### config.mk
export PLATFORM = sky130hd
export DESIGN_NAME = spider_controller
export DESIGN_NICKNAME = d
export VERILOG_FILES = /design/src/rtl/spider_controller.sv
export SDC_FILE = /design/constraint.sdc
export NUM_CORES = 1
export LEC_CHECK = 0
export CORE_UTILIZATION = 40
export DETAILED_ROUTE_END_ITERATION = 16
export PLACE_DENSITY = 0.74
export SYNTH_ARGS = -nofsm -noshare
export SYNTH_HDL_FRONTEND = slang
export SYNTH_SLANG_ARGS = --single-unit
### constraint.sdc
create_clock -name clk -period 2 [get_ports clk]
set_input_delay 0.3 -clock clk [delete_from_list [all_inputs] [get_ports clk]]
set_output_delay 0.3 -clock clk [all_outputs]
set_load 0.1 [all_outputs]
### src/rtl/spider_controller.sv
// Spider position/lifecycle controller: moves, bounces and drops the spider once per
// frame, kills it on a hit, and respawns it after a frame-counted delay.
module spider_controller #(
  parameter int unsigned SCREEN_W       = 640,
  parameter int unsigned SCREEN_H       = 480,
  parameter int unsigned SPRITE         = 64,
  parameter int unsigned STEP_X         = 2,
  parameter int unsigned DROP_Y         = 16,
  parameter int unsigned START_X        = 288,
  parameter int unsigned START_Y        = 32,
  parameter int unsigned RESPAWN_FRAMES = 120
) (
  input  logic       clk,
  input  logic       rst,
  input  logic       frame_tick,
  input  logic       enable,
  input  logic       hit,
  output logic [9:0] spider_x,
  output logic [9:0] spider_y,
  output logic       spider_alive,
  output logic       killed,
  output logic       dir_right
);

  localparam int unsigned POS_W = 10;
  localparam int unsigned EXT_W = 11;
  localparam int unsigned CNT_W = 8;

  localparam logic [EXT_W-1:0] MAX_X    = EXT_W'(SCREEN_W - SPRITE);
  localparam logic [EXT_W-1:0] MAX_Y    = EXT_W'(SCREEN_H - SPRITE);
  localparam logic [EXT_W-1:0] STEP     = EXT_W'(STEP_X);
  localparam logic [EXT_W-1:0] DROP     = EXT_W'(DROP_Y);
  localparam logic [CNT_W-1:0] CNT_LAST = CNT_W'(RESPAWN_FRAMES - 1);

  typedef enum logic {
    DEAD  = 1'b0,
    ALIVE = 1'b1
  } state_t;

  state_t             state_q, state_n;
  logic [POS_W-1:0]   x_q, x_n, y_q, y_n;
  logic               dir_q, dir_n;
  logic               killed_q, killed_n;
  logic [CNT_W-1:0]   cnt_q, cnt_n;
  logic               drop;
  logic [EXT_W-1:0]   x_ext, y_ext, x_plus, x_minus, y_plus;

  // Widened arithmetic so edge comparisons never wrap at 10 bits.
  always_comb begin
    x_ext   = {1'b0, x_q};
    y_ext   = {1'b0, y_q};
    x_plus  = x_ext + STEP;
    x_minus = x_ext - STEP;
    y_plus  = y_ext + DROP;
  end

  // Next-state, movement and respawn logic.
  always_comb begin
    state_n  = state_q;
    x_n      = x_q;
    y_n      = y_q;
    dir_n    = dir_q;
    cnt_n    = cnt_q;
    killed_n = 1'b0;
    drop     = 1'b0;

    case (state_q)
      ALIVE: begin
        if (hit) begin
          state_n  = DEAD;
          cnt_n    = '0;
          killed_n = 1'b1;
        end else if (frame_tick && enable) begin
          if (dir_q) begin
            if (x_plus > MAX_X) begin
              x_n   = POS_W'(MAX_X);
              dir_n = 1'b0;
              drop  = 1'b1;
            end else begin
              x_n = POS_W'(x_plus);
            end
          end else begin
            if (x_ext < STEP) begin
              x_n   = '0;
              dir_n = 1'b1;
              drop  = 1'b1;
            end else begin
              x_n = POS_W'(x_minus);
            end
          end
          if (drop) begin
            y_n = (y_plus > MAX_Y) ? POS_W'(START_Y) : POS_W'(y_plus);
          end
        end
      end
      DEAD: begin
        if (frame_tick && enable) begin
          if (cnt_q == CNT_LAST) begin
            state_n = ALIVE;
            x_n     = POS_W'(START_X);
            y_n     = POS_W'(START_Y);
            dir_n   = 1'b1;
            cnt_n   = '0;
          end else begin
            cnt_n = cnt_q + CNT_W'(1);
          end
        end
      end
      default: state_n = ALIVE;
    endcase
  end

  always_ff @(posedge clk) begin
    if (rst) begin
      state_q  <= ALIVE;
      x_q      <= POS_W'(START_X);
      y_q      <= POS_W'(START_Y);
      dir_q    <= 1'b1;
      killed_q <= 1'b0;
      cnt_q    <= '0;
    end else begin
      state_q  <= state_n;
      x_q      <= x_n;
      y_q      <= y_n;
      dir_q    <= dir_n;
      killed_q <= killed_n;
      cnt_q    <= cnt_n;
    end
  end

  assign spider_x     = x_q;
  assign spider_y     = y_q;
  assign spider_alive = (state_q == ALIVE);
  assign killed       = killed_q;
  assign dir_right    = dir_q;

endmodule
==> out/metrics.yaml, run 1 <==
run_status:
  outcome: "finished with violations"
  violations: "negative setup slack"
power_and_ir_drop:
  power_density_nw_per_um2: 389
  ir_drop_v: 0.000197
  cellLeakagePower_nw: 1.16
synth:
  ys.flop_type: "dfxtp_1"
  yosysWarningCount: 0
  synth-edff-count: 0
  ys_types: 68
  ys_async_sr_fraction_pct: 0
  synth-seq-cells: 26
  syn_inst: 245
  ys_seq_area_share_pct: 26.3
  avgSynthCellArea_um2: 8.06
  syn_area_um2: 1980
routing:
  num_vias: 2099
  drc_errors: 0
  drt_iter0_markers: 154
  dr.pass1.iters: 4
  drt-total-wl_um: 5510
  wl_per_cell_um: 14.3
  vias_per_cell: 5.47
  postRouteAntennaNets: 0
grt:
  antenna_found_initial: 0
  grt_max_degree: 19
  grt_pass1_vias: 1864
  grt_pass1_wl_um: 8580
  grt_usage_pct: 20.5
  grt-ovfl-total: 0
floorplanning:
  core_area_um2: 4720
  fp.dieH_um: 72.3
  start_util_pct: 41.8
  die_w_um: 72.3
  die_area_um2: 5220
  placementRows: 25
  boundaryPins: 28
critical_path:
  cp-start-kind: "flip-flop"
  cp-end-kind: "flip-flop"
  regToRegStartpoint: "spider_x[2]"
  cp_max_fo: 7
  worstReg2RegEnd: "spider_y[9]"
  critical_path_class: "reg -> reg"
  setup.worst_path.start: "spider_x[2]"
  crit_end: "spider_y[9]"
  crit_arrival_ns: 2.32
  rrSetupSlack_ns: -0.10
  crit_required_ns: 2.21
  r2r_cells: 9
clock_tree:
  clk_latency_ns: 0.28
  htree_levels: 1
  cts_root_buf: "clkbuf_8"
  hold_buffers: 0
  cts.sinks: 26
  clk_pin_slew_ns: 0.10
  cts_buffers: 3
  cts_tree: "yes"
  clk_path_buf_depth: 2
finish:
  fin_util_pct: 60.6
  multiInputGateArea_um2: 1460
  syn_to_final_growth_pct: 44.8
  fillers: 397
  antenna_cells: 0
  fin_nets: 328
  regArea_um2: 564
  layout-drive-gt1-share_pct: 45.7
placement:
  port_buffers: 22
  gp_congestion: 0.949
  hpwlAfterDp_um: 3730
sta:
  clock.fmax_mhz: 476
  hold_viol_final: 0
  rsz0062_at_grt: "true"
  post-route-min-period_ns: 2.10
  fin_ws_ns: -0.102
  holdWs_ns: 0.506
  min_period_over_period_pct: 105
  slew_violations: 0
  setup_violations: 10
  fin_worst_skew_ns: 0.00206
run:
  maxCapViolations: 0
hold_path:
  min_path_type: "reg -> reg"
## worst min path at each step
stage / startpoint / end / slack [ns] / cells past startpoint
CTS: cnt_q[6] / cnt_q[6] / 0.51 / 2
global placement: spider_y[4] / spider_y[4] / 0.49 / 2
floorplan: hit / killed / 0.46 / 2
global route: spider_y[6] / spider_y[6] / 0.53 / 2
finish: spider_y[6] / spider_y[6] / 0.51 / 2
detailed placement: cnt_q[6] / cnt_q[6] / 0.50 / 2
## critical path, cell delays in order, from the launching register on
cell and delay, ns:
dfxtp_4 0.41, ha_4 0.19, inv_4 0.05, nor3_4 0.24
mux2i_2 0.25, buf_4 0.17, a211oi_4 0.06, o31a_4 0.41
buf_4 0.15, nor3_2 0.09
## sequential cells by signal, summed over array words and instances, names as in the netlist
signal        count
dir_right         1
cnt_q             8
spider_x          9
killed            1
spider_alive      1
spider_y          6
## cells in the mapped netlist (all sizes together), types with 2 or more instances
cell | n | area share, %
dfxtp | 26 | 26
nand2 | 21 | 4.4
nor2 | 21 | 4.0
a21oi | 18 | 4.6
nand3 | 17 | 5.2
o21ai | 17 | 4.3
buf | 13 | 5.3
inv | 10 | 1.9
and2 | 6 | 2.1
nor3 | 6 | 2.3
clkbuf | 5 | 2.2
ha | 5 | 3.2
nor4 | 5 | 1.9
xnor2 | 5 | 2.2
xor2 | 5 | 2.2
nand4 | 4 | 1.3
a211o | 3 | 1.3
a31oi | 3 | 0.95
and2b | 3 | 1.3
nand2b | 3 | 0.95
nor2b | 3 | 0.95
o31a | 3 | 1.8
o31ai | 3 | 1.4
a21o | 2 | 0.76
a22oi | 2 | 0.76
a31o | 2 | 0.89
a32oi | 2 | 0.89
a41oi | 2 | 1.3
and3 | 2 | 0.70
mux2i | 2 | 1.0
nand3b | 2 | 0.76
nand4b | 2 | 0.89
o211ai | 2 | 0.76
o22ai | 2 | 0.63
o2bb2ai | 2 | 0.89
or3 | 2 | 0.89
## placed cells by master, fill, tap and decap left out, types with 3 or more instances in the layout
| master | count |
|---|---|
| and2_1 | 4 |
| buf_4 | 76 |
| nand3_1 | 13 |
| o21ai_1 | 7 |
| nand2b_1 | 3 |
| xor2_1 | 5 |
| dfxtp_2 | 8 |
| dfxtp_1 | 9 |
| clkbuf_8 | 3 |
| nor4_1 | 3 |
| ha_4 | 3 |
| a211o_1 | 3 |
| dfxtp_4 | 9 |
| nor2_1 | 19 |
| conb_1 | 5 |
| nand4_1 | 4 |
| nand3_4 | 3 |
| nor2b_1 | 3 |
| clkdlybuf4s50_1 | 4 |
| nor3_1 | 3 |
| and2b_2 | 3 |
| inv_2 | 3 |
| nand2_1 | 20 |
| o21ai_0 | 8 |
| a21oi_1 | 17 |
| xnor2_1 | 3 |
| inv_1 | 6 |
## per-layer routing
| layer | share of wire [%] | up-vias | GRT usage, % | routed length, um |
|---|---|---|---|---|
| li1 | - | 1034 | - | - |
| met1 | 45 | 976 | 27.2 | 2500 |
| met2 | 48 | 73 | 34.6 | 2650 |
| met3 | 4.5 | 16 | 3.19 | 250 |
| met4 | 1.8 | 0 | 5.88 | 99 |
| met5 | 0 | - | 0 | 0 |
## cells by family (layout without fill, tap and decap cells)
group	Yosys count	in the layout	synth area share, %
AND/OR/NAND/NOR	101	101	29.3
adder cells (fa/ha/maj)	5	5	3.17
XOR/XNOR	10	10	4.43
buffers and inverters	28	96	9.31
AO/OA/AOI/OAI	72	72	26.3
flip-flops	26	26	26.3
other	1	5	0.190
multiplexers	2	2	1.01
## per-stage QoR
step                      total power [mW]  worst slack [ns]  instance area, um^2  TNS, ns  cells
after CTS                             1.12           -0.0423                 2700   -0.205    377
after global routing                  1.15            -0.159                 2860    -1.36    384
final                                 1.11            -0.102                 2860   -0.589    384
after detailed placement             0.707            -0.163                 2530    -1.11    367
after global placement               0.707            -0.144                 2530   -0.939    367
after floorplan                      0.663            -0.257                 2050    -2.17    249
## report_power, final
group / total [mW] / internal [mW] / switching, mW
Combinational: 0.192 / 0.0625 / 0.129
Clock: 0.406 / 0.218 / 0.188
Sequential: 0.515 / 0.511 / 0.00421
Total: 1.11 / 0.792 / 0.322
## repair_timing
item                       CTS  global route
gates cloned                 0             0
pin swaps                   12            15
buffers inserted             6             7
resized for setup           11            24
setup endpoints to repair   15            15
hold endpoints to repair     0             0
## area by class of cell
type,count,area share [%]
Multi-Input combinational cell,195,50.9
Timing Repair Buffer,82,22.7
Sequential cell,26,19.7
Tap cell,67,2.93
Clock buffer,4,2.32
Inverter,10,1.40
(Power assumes the default switching activity.)
==> run 2: changes to the inputs <==
--- a/config.mk
+++ b/config.mk
@@ -5,6 +5,7 @@
 export SDC_FILE = /design/constraint.sdc
 export NUM_CORES = 1
 export LEC_CHECK = 0
+export CAP_MARGIN = 25
 export CORE_UTILIZATION = 40
 export DETAILED_ROUTE_END_ITERATION = 16
 export PLACE_DENSITY = 0.74
==> results of run 2 <==
Final layout, timing and power as in run 1 (identical DEF).
